### config.mk
export PLATFORM = sky130hd
export DESIGN_NAME = orv64_napot_encode
export DESIGN_NICKNAME = d
export VERILOG_FILES = /design/src/rtl/orv64_napot_encode.sv
export SDC_FILE = /design/constraint.sdc
export NUM_CORES = 1
export LEC_CHECK = 0
export CAP_MARGIN = 10
export CELL_PAD_IN_SITES_DETAIL_PLACEMENT = 1
export CELL_PAD_IN_SITES_GLOBAL_PLACEMENT = 1
export CORE_ASPECT_RATIO = 0.7
export CORE_MARGIN = 8
export CORE_UTILIZATION = 39
export CTS_CLUSTER_SIZE = 25
export DETAILED_ROUTE_END_ITERATION = 10
export HOLD_SLACK_MARGIN = 0.08
export PLACE_DENSITY = 0.79
export SYNTH_ARGS = -nofsm -noshare
export SYNTH_HDL_FRONTEND = slang
export SYNTH_SLANG_ARGS = --single-unit
export TNS_END_PERCENT = 1
### constraint.sdc
create_clock -name clk -period 6.5 [get_ports clk]
set_clock_uncertainty 0.1 [all_clocks]
set_input_delay 1.95 -clock clk [delete_from_list [all_inputs] [get_ports clk]]
set_output_delay 1.95 -clock clk [all_outputs]
set_load 0.01 [all_outputs]
### src/rtl/orv64_napot_encode.sv
// Encodes an inclusive physical region [base, bounds] into a PMP NAPOT pmpaddr value.
// Bit-serial scan from bit 0 upward, behind valid/ready request and response handshakes.
module orv64_napot_encode #(
  parameter int PADDR_W = 56,
  parameter int SZ_W    = $clog2(PADDR_W + 1)
) (
  input  logic               clk,
  input  logic               rst,
  input  logic               req_valid,
  output logic               req_ready,
  input  logic [PADDR_W-1:0] req_base,
  input  logic [PADDR_W-1:0] req_bounds,
  output logic               resp_valid,
  input  logic               resp_ready,
  output logic [PADDR_W-3:0] resp_pmpaddr,
  output logic [SZ_W-1:0]    resp_size_log2,
  output logic               resp_err
);

  typedef enum logic [1:0] {
    ST_IDLE,
    ST_SCAN,
    ST_RESP
  } state_t;

  state_t             state_q, state_d;
  logic [PADDR_W-1:0] base_q, base_d;
  logic [PADDR_W-1:0] bounds_q, bounds_d;
  logic [SZ_W-1:0]    idx_q, idx_d;
  logic [PADDR_W-3:0] pmpaddr_d;
  logic [SZ_W-1:0]    size_d;
  logic               err_d;

  logic               bit_pass;
  logic               last_bit;
  logic               upper_diff;
  logic [PADDR_W-3:0] low_ones;

  assign req_ready  = (state_q == ST_IDLE);
  assign resp_valid = (state_q == ST_RESP);

  // Bits below the stop index must be (0,1); everything from the stop index up must match.
  assign bit_pass   = ~base_q[idx_q] & bounds_q[idx_q];
  assign last_bit   = (idx_q == SZ_W'(PADDR_W - 1));
  assign upper_diff = (((base_q ^ bounds_q) >> idx_q) != '0);
  // ((1 << (n-1)) - 1) >> 2, formed directly in pmpaddr bit positions
  assign low_ones   = ~({(PADDR_W-2){1'b1}} << (idx_q - SZ_W'(3)));

  always_comb begin
    state_d   = state_q;
    base_d    = base_q;
    bounds_d  = bounds_q;
    idx_d     = idx_q;
    pmpaddr_d = resp_pmpaddr;
    size_d    = resp_size_log2;
    err_d     = resp_err;
    case (state_q)
      ST_IDLE: begin
        if (req_valid) begin
          base_d   = req_base;
          bounds_d = req_bounds;
          idx_d    = '0;
          state_d  = ST_SCAN;
        end
      end
      ST_SCAN: begin
        if (bit_pass && !last_bit) begin
          idx_d = idx_q + SZ_W'(1);
        end else if (bit_pass) begin
          pmpaddr_d = '1;
          size_d    = SZ_W'(PADDR_W);
          err_d     = 1'b0;
          state_d   = ST_RESP;
        end else begin
          if (idx_q < SZ_W'(3) || upper_diff) begin
            pmpaddr_d = '0;
            size_d    = '0;
            err_d     = 1'b1;
          end else begin
            pmpaddr_d = base_q[PADDR_W-1:2] | low_ones;
            size_d    = idx_q;
            err_d     = 1'b0;
          end
          state_d = ST_RESP;
        end
      end
      ST_RESP: begin
        if (resp_ready) begin
          state_d = ST_IDLE;
        end
      end
      default: state_d = ST_IDLE;
    endcase
  end

  always_ff @(posedge clk) begin
    if (rst) begin
      state_q        <= ST_IDLE;
      base_q         <= '0;
      bounds_q       <= '0;
      idx_q          <= '0;
      resp_pmpaddr   <= '0;
      resp_size_log2 <= '0;
      resp_err       <= 1'b0;
    end else begin
      state_q        <= state_d;
      base_q         <= base_d;
      bounds_q       <= bounds_d;
      idx_q          <= idx_d;
      resp_pmpaddr   <= pmpaddr_d;
      resp_size_log2 <= size_d;
      resp_err       <= err_d;
    end
  end

endmodule

==> results of run 1 <==
==> path summary, 6_finish.rpt <==
kind                      endpoint  slack, ns  cells after the start
setup / recovery  resp_pmpaddr[11]       1.60                     10
hold / removal        bounds_q[16]       0.39                      2
setup reg to reg  resp_pmpaddr[11]       1.60                     10
hold reg to reg       bounds_q[16]       0.39                      2
==> synthesized netlist by cell type, drive strengths merged (3+ instances only) <==
cell type,n
dfxtp,181
o32ai,50
nand2b,16
a32o,4
inv,34
or3,23
mux2,6
nor2b,10
or2,6
ha,4
a211oi,62
buf,45
a311oi,11
nand3b,16
a32oi,12
o21ai,41
a31oi,14
xor2,42
o22ai,38
nor2,104
a2111oi,5
nand2,265
o31ai,3
nor3,42
and3,3
o211ai,10
and2,9
nor3b,17
a21oi,149
o221ai,5
a221oi,3
clkbuf,78
mux2i,29
o311ai,7
nand3,21
xnor2,39
o21bai,3
a22oi,4
nand4,10
mux4,10
nor4,4
==> cell type report <==
class,count,share of cell area (%)
Sequential cell,181,26.1
Antenna cell,1,0.0180
Clock buffer,19,3.26
Timing Repair Buffer,197,14.0
Multi-Input combinational cell,1122,51.1
Inverter,34,0.972
Clock inverter,13,1.16
Tap cell,378,3.40
==> flip-flops by register name (all words and copies together) (netlist names) <==
register,cells
resp_err,1
resp_size_log2,6
state_q,2
idx_q,6
resp_pmpaddr,54
base_q,56
bounds_q,56
==> metrics by stage <==
step	total power, W	instances
finish	0.00317	1945
global route	0.00330	1944
CTS	0.00317	1943
detailed placement	0.00209	1911
global placement	0.00208	1911
floorplan	0.00176	1460
==> metal layers <==
layer  global-route usage, %  up-vias
met5                       0        -
met4                    6.03        2
met3                    7.31       47
met2                    39.7      524
met1                    39.7     6074
li1                        -     5468
==> worst max-delay path, stage by stage (launching register included) <==
cell and delay (ns):
dfxtp_1 0.79, inv_1 0.61, a311oi_1 0.41, nor4_1 0.08
nor3_1 0.31, a32oi_1 0.30, a21oi_4 0.56, buf_4 0.62
nand3_1 0.42, o32ai_1 0.43, a211oi_2 0.08
==> cells by family (layout without fill, tap and decap cells) <==
group | Yosys count | after routing
other | 0 | 1
DFF | 181 | 181
adders and majority gates | 4 | 4
buffers and inverters | 157 | 263
AOI/OAI and AO/OA | 443 | 443
xor gates and xnor gates | 81 | 81
and+or+nand+nor | 549 | 549
muxes | 45 | 45
==> power breakdown <==
part | total, W | switching [W] | internal [W]
Combinational | 0.000787 | 0.000445 | 0.000342
Sequential | 0.00131 | 0.000117 | 0.00119
Clock | 0.00108 | 0.000509 | 0.000568
==> results.txt, run 1 <==
The area fraction in compound gates after synthesis is 28.3%. The number of global-route vias before repair is 12.3k. After routing the design area is 13,900 um2. In the routed layout, each cell is associated on average with a via count of 6.23. After detailed routing, the number of remaining DRC violations is 0. Global routing used 27.4% of the available tracks across all layers. The first global-routing pass estimated 74,800 um of wire. By area, the combinational part of the netlist is dominated by compound AO/OA/AOI/OAI gates. Hold is met by 0.390 ns.

For this design, the CTS-stage hold fixing added 0 buffers. The initial DRC count was 1,405. The logs give 4.77 nW for the static leakage and 35,000 um2 for the area enclosed by the die boundary. Entering global routing, the biggest net connects 118 pins. After synthesis, flip-flops and latches occupy 31.8% of the total area. Setup slack after placement: 1.91 ns. The tools report the origin of the critical flop-to-flop path as idx_q[3].

Startpoint class of the critical path: a flop. Setup violations remaining at the end of the flow were counted as 0. Counting flops with an async set or reset pin after synthesis yields a share of 0%. Summed over all nets, the half-perimeter wirelength after detailed placement is 36,200 um.

The sum of negative setup slack was 0 ns. The fraction of the core area covered by cells at the end of the flow was 48.2%. Among all flip-flop cells after synthesis, the most frequent one is dfxtp_1.

Post-CTS timing repair inserted 0 buffers for setup. The peak supply drop was 0.000162 V; the average size of a mapped cell was 7.81 um2. The tightest min-delay check is of the reg2reg type. In the synthesized netlist, the number of instances is 1,460. In the layout the commonest cells are 263 x nand2_1, 179 x dfxtp_1, 177 x clkdlybuf4s50_1.

The area of placed instances is 13,300 um2, and the area share of and/or/nand/nor cells after synthesis is 21.8%. The global-route congestion overflow total was 0; the number of library cell types mapped by synthesis was 81. Once routing completed, OpenROAD measured the worst setup slack at 1.60 ns.

Clock-pin slew was measured on the worst setup and hold paths at 0.07 ns. Total number of placement rows: 52. The final route contains 12.1k vias. Most frequent standard cell in the layout excluding fill and tap cells: nand2_1. The run gives 0.962 as the routability congestion estimate. At the pin with the least slew margin, the transition time is 1.32 ns. The logs give 204 MHz for the maximum clock frequency and 5.10 ns for the critical path data arrival time. The worst slew slack as a fraction of its limit is 12.2%, and the count of buffers from port buffering is 178.

Registers take 3630 um2. Summed over its instances, the top area cell type makes up 31.8% of the synthesized netlist area. The count of endpoints failing hold in the final timing report is 0. Summing all multi-input logic gate instances after layout gives 7110 um2. The final layout contains routed wiring with a total length of 49,100 um.

Of the available clock period, the critical path in the final layout requires 75.3%. Once the floorplan was initialized, standard cells occupied 39.5% of the core. The number of inserted filler cells in the final layout was 3,488. Of all nets on the critical path, the largest fanout is 37.

Setup repair after global routing left no endpoint under its margin. The H-tree depth is 4. The tools report the synthesized netlist net count as 1,580.

The tools report the yosys synthesis warning count as 0. The area overhead of the layout relative to synthesis is 22.0%. Of the total synthesized cell area, the portion taken by XOR and XNOR cells is 6.29%. The tools report the CTS root buffer as clkbuf_16.

In this run the count of I/O pins placed on the die edge is 179. The routed wire length on met2 was 21,300 um; the amount of wire on met3 after detailed routing was 4640 um. The minimum period implied by the final worst setup slack came out at 4.90 ns. The number of flops mapped to enable cells by yosys is 0, and the flip-flop and latch count after synthesis is 181. The region available for standard cell placement spans 28,800 um2.

The mapped netlist covers 11,400 um2. The type of the worst setup path is reg2reg. Ratio of cells with drive above 1 in the final layout: 8.68%. The flow ran to the end, and the final reports show no timing, DRC or antenna violations.

The number of clock buffers added by TritonCTS is 17. The number of nets still failing antenna checks after routing came out at 0. After detailed routing, no signal wire sits above met5.

The number of max-slew violations in the final report came out at 0. For the maximum number of buffers from clock root to sink, the log shows 2. The first detailed-routing pass took 5 iterations.

CTS saw 181 sinks. At the later pin of the worst-skew pair, clock insertion delay measures 0.46 ns. The adder and majority gate portion of the synthesized area works out to 0.439%. The worst hold path begins at bounds_q[16]. The die outline width works out to 220 um.

The run gives 6.70 ns as the required time reported for the critical path endpoint. TritonCTS built the clock tree. The number of gates resized after CTS was 0.

The biggest area contributor in the post-synthesis netlist is dfxtp_1. The average wire per cell in the routed design is 25.3 um, and the floorplan die height is 159 um. The most critical setup path has its startpoint at idx_q[3]. The multiplexer share of the synthesized area is 5.12%, and the post-route met1 wirelength is 22,600 um. STA classifies the critical path endpoint as a flop. Number of antenna violations at the first check in global routing: 2. In the final design database the tool counted 1,673 nets. Across the run, the number of max-cap violations was 0.

In this run the power density over the cells is 228 nW/um2. Yosys attributes the largest share of cell area to dfxtp_1 32%, nand2_1 8.7%, a21oi_1 6.5%.
Power figures use the tool's default switching activity.
==> run 2, diff against run 1 <==
==> constraint.sdc (replaced) <==
create_clock -name clk -period 5 [get_ports clk]
set_clock_uncertainty 0.1 [all_clocks]
set_input_delay 1.5 -clock clk [delete_from_list [all_inputs] [get_ports clk]]
set_output_delay 1.5 -clock clk [all_outputs]
set_load 0.01 [all_outputs]
==> run 2 against run 1 <==
Against the previous run: global-route usage increased by 0.24 points; critical path depth unchanged; worst setup slack got worse by 0.85 ns; critical path type unchanged; largest power group unchanged; highest routed layer is now met4.
==> results.txt, run 2 (same netlist as run 1, synthesis figures left out) <==
The run finished with clean final reports. Data on the critical path is required at its endpoint by 5.27 ns. The static leakage came out at 4.83 nW. For the pin with the worst max-slew slack, the measured transition is 1.13 ns. TritonCTS built the clock tree. Sequential cells burn 41.2% of the power. The number of placed instances, taps included, is 1,926. After detailed routing, the average wire length per cell comes to 25.3 um. The worst setup path is launched from a flop.

The number of max-slew violations in the final report came out at 0. In the layout the commonest cells are 263 x nand2_1, 179 x dfxtp_1, 177 x clkdlybuf4s50_1. CTS saw 181 sinks. Number of global-route vias before repair: 12.3k. Pin placement for this block handled 179 I/O pins.

The floorplan step set the die height to 159 um. The area growth from synthesis to layout is 22.9%. Internal power comes to 0.00271 W.

The number of inserted filler cells in the final layout is 3,444. The via-per-instance ratio is 6.25, and the setup-violating endpoint count in the final report is 0. The tools report the count of TritonRoute iterations in the first routing pass as 5. The count of inserted antenna diode cells came out at 0. The TritonCTS buffer count is 17, and the clock share of power is 33.7%.

After the last flow step, the layout net total stands at 1,687. The total routed wirelength is 49,400 um. The type of the worst setup path was reg2reg. For the switching power, the log shows 0.00142 W.

The number of resized instances in the post-cts repair step came out at 0. The die is 220 um wide. The die covers 35,000 um2. No sink is reached through more buffers than the 2 on the longest clock path.

The run gives 0 as the number of antenna violations at the first check in global routing. The minimum period implied by the final worst setup slack is 4.25 ns, and the peak supply drop is 0.000260 V. The tool flagged a number of max-cap violations equal to 0. On the final layout, the worst hold slack is 0.387 ns. The count of buffers added on input and output ports is 178. Maximum fanout encountered on the critical timing path: 31. The class of the most critical hold timing path is reg2reg.

The congestion estimate from routability-driven global placement came to 0.940. The CTS root buffer was clkbuf_16. After the flow finishes, the layout carries non-filler instances totaling 1,958. The global-route congestion overflow total is 0, and the critical path data arrival time is 4.52 ns. The run gives 4 as the H-tree depth. Sum of negative setup slack: 0 ns. Of the total power, the share spent switching nets is 34.4%.

Total number of placement rows: 52. Combinational logic burns 25.2% of the power. The starting utilization of the core area came out at 39.5%.

The core region is 28,800 um2. STA classifies the critical path endpoint as a flop. The routed layout has 12.2k vias. The worst slew slack as a fraction of its limit came out at 24.4%. After clock tree synthesis, the flow added hold-fix buffers numbering 0.

Post-CTS timing repair inserted 0 buffers for setup. Setup repair after global routing left no endpoint under its margin. The global router's overall resource usage is 27.6%, and the final cycle utilization of the critical path is 85.0%. The power density normalized to cell area was 295 nW/um2; the maximum clock frequency was 235 MHz. Count of endpoints failing hold in the final timing report: 0. In the final layout, the share of cells above drive strength 1 is 9.43%. The largest registers in the layout are base_q: 56 flops, bounds_q: 56 flops, resp_pmpaddr: 54 flops.

Clock latency on the worst-skew pair, taken at its later pin, is 0.46 ns. Leaving out fill and tap cells, the most frequent cell in the layout is nand2_1. Once detailed placement completed, the half-perimeter wirelength came to 36,700 um. Entering global routing, the biggest net connects 185 pins. The remaining routing DRC violations is 0, and the global-route wire length before repair is 75,200 um. After clock tree synthesis, the clock-pin slew on the worst setup and hold paths is 0.08 ns. For this block, the initial DRC count from the detailed router was 1,555.

The run gives 0 as the number of nets still failing antenna checks after routing.
-- run 2: cell count changes in the layout (fill, tap and decap cells not counted) --
cell        delta
buf_16         -1
inv_6          +1
clkinv_8       -1
buf_4         +11
clkinvlp_4     +2
buf_12         +4
clkinv_4       -1
clkbuf_1       +1
diode_2        -1
clkbuf_8       -2
-- run 2: routing by layer --
| metal | wire length (um) | share of wire (%) | GRT usage, % |
|---|---|---|---|
| met1 | 23100 | 47 | 40.4 |
| met2 | 21100 | 43 | 39.5 |
| met3 | 4630 | 9.4 | 7.59 |
| met4 | 691 | 1.4 | 6.12 |
| met5 | 0 | 0 | 0 |
-- run 2: metrics by stage --
step / instance area, um2 / utilization [%] / setup slack, ns / power [W]
2_1_floorplan: 11400 / - / 2.00 / 0.00229
3_3_place_gp: 13400 / 46.6 / 1.00 / 0.00271
3_5_place_dp: 13400 / 46.6 / 0.865 / 0.00274
4_1_cts: 14000 / 48.6 / 0.823 / 0.00411
5_1_grt: 14000 / 48.6 / 0.469 / 0.00428
6_report: 14000 / 48.6 / 0.750 / 0.00413
-- run 2: worst max-delay path, stage by stage (launching register included) --
cell	delay, ns
dfxtp_2	0.78
buf_4	0.38
nand3b_1	0.10
o311ai_0	0.11
o21ai_0	0.14
mux4_2	0.50
a32oi_1	0.60
a21oi_4	0.24
nand2_1	0.73
o22ai_1	0.23
a211oi_2	0.24
-- run 2: final timing paths --
kind	start	cells after the start	slack, ns	end
max	idx_q[1]	10	0.75	resp_pmpaddr[31]
min	bounds_q[33]	2	0.39	bounds_q[33]
max reg2reg	idx_q[1]	10	0.75	resp_pmpaddr[31]
min reg2reg	bounds_q[33]	2	0.39	bounds_q[33]
-- run 2: power by group through the flow --
stage / registers (W) / clock network [W] / logic [W]
after floorplan: 0.00168 / 0 / 0.000611
after global placement: 0.00172 / 0 / 0.000992
after detailed placement: 0.00172 / 0 / 0.00101
after CTS: 0.00169 / 0.00140 / 0.00102
after global routing: 0.00171 / 0.00146 / 0.00112
final: 0.00170 / 0.00139 / 0.00104
-- run 2: final cells by class --
class	count	area (um2)	share of cell area, %
clock buffer	18	429	3.06
inverter	34	135	0.964
tap	378	473	3.38
clock inverter	14	160	1.14
sequential	181	3630	25.9
multi-input combinational	1122	7110	50.7
timing repair buffer	211	2080	14.9
==> run 3, diff against run 2 <==
--- a/config.mk
+++ b/config.mk
@@ -10,11 +10,11 @@
 export CELL_PAD_IN_SITES_GLOBAL_PLACEMENT = 1
 export CORE_ASPECT_RATIO = 0.7
 export CORE_MARGIN = 8
-export CORE_UTILIZATION = 39
+export CORE_UTILIZATION = 40
 export CTS_CLUSTER_SIZE = 25
 export DETAILED_ROUTE_END_ITERATION = 10
 export HOLD_SLACK_MARGIN = 0.08
-export PLACE_DENSITY = 0.79
+export PLACE_DENSITY = 0.81
 export SYNTH_ARGS = -nofsm -noshare
 export SYNTH_HDL_FRONTEND = slang
 export SYNTH_SLANG_ARGS = --single-unit
==> run 3 against run 2 <==
Against the previous run: sequential share of layout area hardly changed; combinational power hardly changed; critical endpoint is now resp_pmpaddr[0]; via count hardly changed; global-route usage is 0.44 points higher; wire length is 0.63% lower; critical path type unchanged; die area is 2.3% lower; final cell count is 0.31% lower; utilization is 1.7 points higher; largest power group unchanged.
==> results.txt, run 3 (same netlist as run 1, synthesis figures left out) <==
Pin placement for this block handled 179 I/O pins. Max-cap violations in this run came to 0. The post-DP HPWL is 36,400 um.

For this run, design rule violations remaining after detail routing come to 0. The logs give 5 for the count of TritonRoute iterations in the first routing pass and 0 for the number of max-slew violations in the final report. For this run the aggregate overflow at the end of global routing stands at 0. The run finished with clean final reports.

The signal on the critical path passes through inv_6, mux2i_1, o22ai_1, or3_1, or4_1, a211oi_1, and3b_1, o221ai_4, buf_12, a211oi_1. Dividing the detail-routed wire length by the instance count gives 25.2 um. The first global-routing pass estimated 74,600 um of wire.

Routability-driven placement finished with a final weighted congestion of 0.914. The run gives 4.85 nW as the static leakage. On the critical path the largest part of the delay comes from simple AND/OR/NAND/NOR gates. The tools report the CTS root buffer as clkbuf_16.

Fill cells in the final layout number 3,373. Die outline width: 218 um. The final critical path takes up 87.4% of the cycle. The net count of the finished layout is 1,687. The floorplan has 51 rows. Compared with the post-synthesis result, the final layout area differs by 23.0%.

The number of global-route vias before repair is 12.4k, and the TritonCTS buffer count is 17. Setup repair after global routing left no endpoint under its margin. The die covers 34,200 um2. The count of endpoints failing hold in the final timing report was 0. In the layout the commonest cells are 263 x nand2_1, 179 x dfxtp_1, 177 x clkdlybuf4s50_1.

The tools report the source-to-sink clock delay at the later pin of the worst-skew pair as 0.46 ns. The count of buffers from port buffering came out at 178. The starting utilization of the core area came out at 40.9%.

The number of antenna violations at the first check in global routing was 2; the peak supply drop was 0.000203 V. For this run, the total global-route usage over all layers was measured as 28.1%. The maximum number of buffers from clock root to sink is 2. Among the stages of the critical path, the cell type that occurs most often is a211oi_1. Critical path data arrival time: 4.63 ns. Once detail routing completed, the nets flagged for antenna violations numbered 0.

The maximum clock frequency is 229 MHz, and the ratio of cells with drive above 1 in the final layout is 9.43%. The post-cts hold buffer count came out at 0. Startpoint class of the critical path: a flop. The minimum period implied by the final worst setup slack was 4.37 ns. TritonCTS built the clock tree. Including well taps, the total number of placed cells is 1,919. The clock net in this run drives a total of 181 sinks.

The post-layout instance count excluding filler cells came out at 1,952. The largest net degree at the start of global routing was 185; the core area was 27,900 um2. After clock tree synthesis, the clock-pin slew on the worst setup and hold paths is 0.07 ns. The transition time at the pin with the least slew margin is 1.13 ns, and the total area of multi-input combinational cells is 7110 um2.

STA puts the critical path data required time at 5.26 ns. In this run the worst path has a maximum fanout of 33. Class of the most critical hold timing path: reg2reg. After detailed routing, the number of vias per cell comes to 6.27. The slowest stage of the critical path belongs to the cell dfxtp_2. Once the clock tree was built, the resizer swapped 0 gates to a different size. STA classifies the critical path endpoint as a flop. In the final layout, the registers with the most flip-flops are base_q: 56 flops, bounds_q: 56 flops, resp_pmpaddr: 54 flops. The power density normalized to cell area works out to 298 nW/um2. In this run the tightest slew margin relative to its limit is 24.2%.

The tools report the initial DRC count as 1,382. The floorplan die height came out at 157 um. The total routed wirelength was 49,100 um.

For the final routed database, the setup TNS stands at 0 ns. Across the whole layout, storage elements account for 3630 um2. For the setup-violating endpoint count in the final report, the log shows 0. The run gives 4 as the H-tree depth. The critical path contains buffers and inverters numbering 2 combined. Leaving out fill and tap cells, the most frequent cell in the layout is nand2_1. The critical path is of the reg2reg type. For this block, the via count after detailed routing is 12.2k. The largest single stage delay on the critical path is 0.78 ns. The tools report the number of setup buffers added after CTS as 0.
==> run 3: cell types whose count changed in the layout (fill, tap and decap cells not counted) <==
cell,delta
inv_6,-1
buf_12,-1
buf_4,+1
bufinv_16,+1
clkinv_8,-1
clkinv_2,+1
inv_8,+1
diode_2,+1
clkbuf_8,+2
clkinvlp_4,-3
==> run 3: power by group <==
group / leakage [nW] / switching (W) / internal (W)
clock network: 0.304 / 0.000665 / 0.000783
logic: 3.06 / 0.000579 / 0.000452
registers: 1.48 / 0.000153 / 0.00155
total: 4.85 / 0.00140 / 0.00278
==> run 3: metal layers <==
metal | up-vias | part of all wire [%] | track usage, %
met5 | - | 0 | 0
met4 | 0 | 1.6 | 6.83
met3 | 66 | 9.8 | 8.02
met2 | 562 | 43 | 40.8
met1 | 6088 | 45 | 40.1
li1 | 5518 | - | -
==> run 3: worst reg2reg max path, delay by kind of cell (launching register included) <==
family	cells	cell delay [ns]
compound gates	4	1.08
simple gates	3	1.24
flops	1	0.78
buf+inv	2	0.60
mux	1	0.46
==> run 3: final cells by class <==
type                       count  area share, %
sequential                   181           25.9
clock buffer                  20           3.26
inverter                      34          0.964
multi-input combinational   1122           50.7
tap                          371           3.31
antenna                        1         0.0179
timing repair buffer         211           14.8
clock inverter                12           1.13
==> run 3: worst paths after layout <==
check / from / endpoint / slack (ns) / cells past startpoint
setup / recovery: idx_q[0] / resp_pmpaddr[0] / 0.63 / 10
hold reg to reg: bounds_q[49] / bounds_q[49] / 0.39 / 2
hold / removal: bounds_q[49] / bounds_q[49] / 0.39 / 2
setup reg to reg: idx_q[0] / resp_pmpaddr[0] / 0.63 / 10
==> run 3: per-stage QoR <==
step	hold WS, ns	instance area [um2]	util [%]	setup slack (ns)	total power, W
after CTS	0.388	14000	50.3	0.733	0.00417
after detailed placement	0.379	13400	48.1	0.763	0.00273
after global placement	0.370	13400	48.1	0.868	0.00271
final	0.388	14000	50.3	0.631	0.00418
after floorplan	0.356	11400	-	2.00	0.00229
after global routing	0.414	14000	50.3	0.434	0.00433
